[config.mk]
export PLATFORM = sky130hd
export DESIGN_NAME = bram16_arbiter
export DESIGN_NICKNAME = d
export VERILOG_FILES = /design/src/rtl/bram16_arbiter.sv
export SDC_FILE = /design/constraint.sdc
export NUM_CORES = 1
export LEC_CHECK = 0
export BUFFER_PORTS_ARGS = -buffer_cell sky130_fd_sc_hd__buf_2
export CORE_MARGIN = 4
export CORE_UTILIZATION = 49
export CTS_CLUSTER_SIZE = 24
export DETAILED_ROUTE_END_ITERATION = 6
export GPL_TIMING_DRIVEN = 0
export PLACE_DENSITY = 0.94
export SLEW_MARGIN = 20
export SYNTH_ARGS = -nofsm -noshare
export SYNTH_HDL_FRONTEND = slang
export SYNTH_SLANG_ARGS = --single-unit
[constraint.sdc]
create_clock -name sys_clk -period 3.15 [get_ports sys_clk]
set_input_delay 0.63 -clock sys_clk [delete_from_list [all_inputs] [get_ports sys_clk]]
set_output_delay 0.63 -clock sys_clk [all_outputs]
set_load 0.02 [all_outputs]
[src/rtl/bram16_arbiter.sv]
// Two-requester arbiter in front of one bram16 port (1-cycle synchronous read).
// The bram write-data output is called dout because `do` is a reserved word.
module bram16_arbiter #(
    parameter bit RR = 1'b1
) (
    input  logic        sys_clk,
    input  logic        sys_rst,

    input  logic        m0_req,
    input  logic        m0_we,
    input  logic [15:0] m0_a,
    input  logic [15:0] m0_do,
    output logic [15:0] m0_di,
    output logic        m0_ack,

    input  logic        m1_req,
    input  logic        m1_we,
    input  logic [15:0] m1_a,
    input  logic [15:0] m1_do,
    output logic [15:0] m1_di,
    output logic        m1_ack,

    output logic        we,
    output logic [15:0] a,
    output logic [15:0] dout,
    input  logic [15:0] di,
    output logic        busy
);

    typedef enum logic [1:0] {
        IDLE,
        ISSUE,
        WAIT,
        ACK
    } state_t;

    state_t      state, state_nx;
    logic        grant, grant_nx;          // 0 = m0, 1 = m1
    logic        last_grant, last_grant_nx;
    logic        wr, wr_nx;                // access in flight is a write
    logic        we_nx;
    logic [15:0] a_nx, dout_nx;
    logic [15:0] m0_di_nx, m1_di_nx;
    logic        m0_ack_nx, m1_ack_nx;
    logic        busy_nx;
    logic        pick;

    // Winner if arbitration happened this cycle; under contention RR favours
    // whoever did not get the previous grant.
    always_comb begin
        if (m0_req && m1_req)
            pick = RR ? ~last_grant : 1'b0;
        else
            pick = m1_req;
    end

    always_comb begin
        // NOTE: every signal written here gets a default first, so no path
        // through the case can leave it unassigned and infer a latch.
        state_nx      = state;
        grant_nx      = grant;
        last_grant_nx = last_grant;
        wr_nx         = wr;
        we_nx         = 1'b0;
        a_nx          = a;
        dout_nx       = dout;
        m0_di_nx      = m0_di;
        m1_di_nx      = m1_di;
        m0_ack_nx     = 1'b0;
        m1_ack_nx     = 1'b0;

        case (state)
            IDLE: begin
                if (m0_req || m1_req) begin
                    grant_nx      = pick;
                    last_grant_nx = pick;
                    wr_nx         = pick ? m1_we : m0_we;
                    we_nx         = pick ? m1_we : m0_we;
                    a_nx          = pick ? m1_a  : m0_a;
                    dout_nx       = pick ? m1_do : m0_do;
                    state_nx      = ISSUE;
                end
            end
            ISSUE: begin
                // The bram samples a/we/dout on this edge; writes are done now.
                if (wr) begin
                    m0_ack_nx = ~grant;
                    m1_ack_nx = grant;
                    state_nx  = ACK;
                end else begin
                    state_nx  = WAIT;
                end
            end
            WAIT: begin
                if (grant)
                    m1_di_nx = di;
                else
                    m0_di_nx = di;
                m0_ack_nx = ~grant;
                m1_ack_nx = grant;
                state_nx  = ACK;
            end
            ACK: begin
                // Requests are not looked at here, so a held req is not granted twice.
                state_nx = IDLE;
            end
            default: begin
                state_nx = IDLE;
            end
        endcase

        busy_nx = (state_nx != IDLE);
    end

    always_ff @(posedge sys_clk) begin
        // NOTE: registers use non-blocking assignments so every flop samples
        // the pre-edge values regardless of statement order.
        if (sys_rst) begin
            state      <= IDLE;
            grant      <= 1'b0;
            last_grant <= 1'b1;
            wr         <= 1'b0;
            we         <= 1'b0;
            a          <= '0;
            dout       <= '0;
            m0_di      <= '0;
            m1_di      <= '0;
            m0_ack     <= 1'b0;
            m1_ack     <= 1'b0;
            busy       <= 1'b0;
        end else begin
            state      <= state_nx;
            grant      <= grant_nx;
            last_grant <= last_grant_nx;
            wr         <= wr_nx;
            we         <= we_nx;
            a          <= a_nx;
            dout       <= dout_nx;
            m0_di      <= m0_di_nx;
            m1_di      <= m1_di_nx;
            m0_ack     <= m0_ack_nx;
            m1_ack     <= m1_ack_nx;
            busy       <= busy_nx;
        end
    end

endmodule

# --- Word-level counts from Yosys, hierarchy flattened ---
# Index checks and enable logic that the tools add are counted.
word_totals:
  ff_bits: 73
  input_bits: 86
  out_inout_bits: 68
  wordCells: 38
classes:
  eq_ne: 3
  muxes: 11
  bitwise_logic: 4
  n_reduce_logical: 8
op_table:
  columns: ["cell", "n"]
  rows:
  - ["16-bit 2-to-1 mux", 2]
  - ["2-bit one-hot mux with 4 select lines", 1]
  - ["2-bit AND reduction", 3]
  - ["1-bit 2-to-1 mux", 5]
  - ["2-bit equality test, second input constant", 2]
  - ["1-bit inverter", 4]
  - ["1-bit one-hot mux with 2 select lines", 2]
  - ["3-bit OR reduction", 1]
  - ["2-bit by 1-bit equality test with 1-bit output, second input constant", 1]
  - ["2-bit zero test", 1]
  - ["2-bit 2-to-1 mux", 1]
  - ["2-bit nonzero test", 1]
  - ["1-bit logical AND", 1]
  - ["1-bit logical OR", 1]

# --- Logic depth before layout (Yosys ltp) ---
logic_depth:
  word_depth: 4
  mapped_depth: 7
  ltp_nobuf: 5

# --- Least setup slack after synthesis ---
# No wires, ideal clock.
synth_timing:
  path_kind: "input to register"
  startpoint: "input m0_req"
  endpoint: "register a[0]"
  setup_time_ns: 0.146
  arrival_ns: 1.427
  required_ns: 3.004
  setup_slack_ns: 1.577
  path_stages: 6
  path_cell_list: "clkbuf_2 a21bo_2 buf_4 buf_2 nand2_1 a211oi_2"
synth_via:
  elab_chain_cells: 3
synth_rtl:
  columns: ["item", "line", "text"]
  rows:
  - ["from (decl)", "9", "input logic m0_req,"]
  - ["1-bit logical AND", "51", "if (m0_req && m1_req)"]
  - ["1-bit 2-to-1 mux", "51", null]
  - ["16-bit 2-to-1 mux", "79", "a_nx = pick ? m1_a : m0_a;"]
  - ["to (signal assigned)", "137", "a <= a_nx;"]
  - ["to (decl)", "24", "output logic [15:0] a,"]
# Parallel ways exist; a longest one is shown, timed or not.
# A chain may end at the register's enable or synchronous reset.

# --- Final worst setup path ---
layout_timing:
  startpoint: "register state[0]"
  endpoint: "register m0_di[15]"
layout_via:
  elab_chain_cells: 2
layout_rtl:
  columns: ["item", "line", "text"]
  rows:
  - ["from (decl)", "37", "state_t state, state_nx;"]
  - ["from (signal assigned)", "132", "state <= state_nx;"]
  - ["2-bit equality test", "72", "case (state)"]
  - ["2-bit AND reduction (no line)", null, null]
  - ["to (signal assigned)", "139", "m0_di <= m0_di_nx;"]
  - ["to (decl)", "13", "output logic [15:0] m0_di,"]
# Every way passes these cells.

==> results.md <==
- Status: complete, no violations
- Critical path, cell by cell: inv_1, ha_1, nor2b_1, clkbuf_1, buf_2, nand2_1, a21oi_1
- Clock Skew: 0.00677 ns
- Final Hold Fails: 0
- CTS Buf Count: 9
- Clock sinks: 73
- Fin cells: 602
- Tmin final: 1.65 ns
- Crit Path Category: flip-flop to flip-flop
- Die W: 87.0 um
- CTS resizes: 0
- Synthesized instance count: 360
- Max Cap Violations: 0
- Largest delay share family, worst path: buffers and inverters
- # IOs: 154
- Synthesized area per cell: 8.48 sq um
- CP Launch Type: flip-flop
- Seq/Total Area, Yosys: 0.478
- Peak supply drop: 539 uV
- Synth Warn #: 0
- Postcts setup bufs: 0
- GRT Overall Usage: 0.242
- Routability cong.: 0.852
- Antenna violations before repair: 0
- Worst Hold Class: flip-flop to flip-flop
- Clk slew on worst S/H paths: 0.08 ns
- Crit share post-route: 0.525
- Drc violations: 0
- WL per Instance: 14.8 um
- Clk root buf: clkbuf_8
- Leak pwr: 1.95 nW
- # setup viols final: 0
- Via count: 3106
- Starting DRT DRC Count: 73
- Routed WL: 8920 um
- CTS tree: built
- Die height: 87.0 um
- ANT nets after route: 0
- First-pass DRT Iterations: 4
- Total gr overflow: 0
- Fin nets: 612
- Post-synth cell types: 29
- Commonest non-fill, non-tap cells in the layout: 162 x buf_2, 98 x nand2_1, 73 x dfxtp_1
- Die ar.: 7560 sq um
- Critical-path top delay cell: dfxtp_1
- DP HPWL: 6970 um
- Crit. End Element: flip-flop
- CP max FO: 10
- DP Cell Count: 586
- Most common cell after layout, fill and taps aside: buf_2
- Worst-margin pin slew: 0.698 ns
- Worst-Skew Late Latency: 0.34 ns
- #FFs+latches synth: 73
- Worst path max stage delay: 0.33 ns
- Pin count of the biggest net entering global routing: 14
- Vias in the first global route: 3254
- Pre-CTS setup slack: 1.41 ns
- PnR worst setup slack: 1.50 ns
- Core area: 5990 sq um
- P per Cell Area: 882 nW/um^2
- F_max: 605 MHz
- Buffers on Ports: 151
- Clk buf depth: 2
- CP bufs+invs: 3
- Fin. max-slew vios: 0
- Ant. Diodes: 0
- Relative slew slack: 0.535
- Vias/cell: 5.16
- Crit path DAT: 1.92 ns
- Mapped Area: 3050 sq um
- Setup repair after global routing missed its margin: no
- Area growth, synth to finish: 35.0%
- TNS Setup: 0 ns
- CP Data Required Time: 3.41 ns
- H-tree levels: 3
- Initial core utilization: 0.510
- Mapped Nets: 450
- Core Rows: 28
- Layout cells sized above 1: 0.417
- First-pass GRT wire length: 14600 um
- Hold_buf cts: 0
[report_power, final]
part           switching (W)  total (W)  internal, W
combinational       0.000991    0.00156     0.000565
sequential          0.000126    0.00128      0.00116
clock               0.000350   0.000795     0.000446
[layer usage]
metal  vias up  part of all wire  global-route usage
met5         -                 0                   0
met4         0            0.0083              0.0949
met3         6              0.10              0.0804
met2       134              0.49               0.422
met1      1433              0.40               0.269
li1       1533                 -                   -
[through the flow]
| stage | cell area, sq um | utilization | power, W | hold slack (ns) |
|---|---|---|---|---|
| 6_report | 4120 | 0.688 | 0.00363 | 0.454 |
| 5_1_grt | 4120 | 0.688 | 0.00390 | 0.486 |
| 4_1_cts | 4120 | 0.688 | 0.00366 | 0.455 |
| 3_5_place_dp | 3900 | 0.652 | 0.00286 | 0.444 |
| 3_3_place_gp | 3900 | 0.652 | 0.00278 | 0.439 |
| 2_1_floorplan | 3050 | - | 0.00238 | 0.447 |
[cell type report]
class                   count  area [sq um]
plain buffers              30           164
repair buffers            151           756
inverters                   3          11.3
multi-input cells         254          1420
flip-flops and latches     73          1460
clock buffers               9           124
clock inverters             7          95.1
well taps                  75          93.8
fillers                   490          1870
[path summary, 6_finish.rpt]
path | depth (start not counted) | start | slack, ns | to
worst max register to register | 7 | state[0]$_SDFF_PP0_ | 1.50 | m0_di[15]$_SDFFE_PP0P_
worst min register to register | 2 | m1_di[7]$_SDFFE_PP0P_ | 0.45 | m1_di[7]$_SDFFE_PP0P_
worst min-delay path | 2 | m1_di[7]$_SDFFE_PP0P_ | 0.45 | m1_di[7]$_SDFFE_PP0P_
worst max-delay path | 7 | state[0]$_SDFF_PP0_ | 1.50 | m0_di[15]$_SDFFE_PP0P_
[flip-flops by register name, summed over array words and instances (netlist names), 2 cells and up]
signal and count:
a 16, dout 16, m0_di 16, m1_di 16
state 2
[Yosys cell counts (all sizes together)]
cell / instances / share of area
nand2: 98 / 0.12
dfxtp: 73 / 0.48
a21oi: 66 / 0.11
nor2: 36 / 0.044
a211oi: 33 / 0.13
buf: 17 / 0.036
clkbuf: 13 / 0.017
ha: 4 / 0.016
inv: 3 / 0.0037
nor2b: 2 / 0.0041
o21ai: 2 / 0.0070
a21bo: 1 / 0.0033
a21boi: 1 / 0.0061
a21o: 1 / 0.0025
a22oi: 1 / 0.0025
a31oi: 1 / 0.0020
and2: 1 / 0.0020
and3: 1 / 0.0020
mux2i: 1 / 0.0033
nand2b: 1 / 0.0020
nor3: 1 / 0.0016
o21a: 1 / 0.0025
or2: 1 / 0.0020
or4b: 1 / 0.0033
[kinds of logic after synthesis]
family / count (synthesis) / synth area share
flip-flops: 73 / 0.478
AND/OR/NAND/NOR: 142 / 0.182
adder cells (fa/ha/maj): 4 / 0.0164
buffers and inverters: 33 / 0.0574
multiplexers: 1 / 0.00328
AO/OA/AOI/OAI: 107 / 0.263
[tightest hold or removal path: stages (launching register included)]
cell	delay, ns
dfxtp_1	0.31
nand2_1	0.05
a21oi_1	0.05
(Power assumes the default switching activity.)
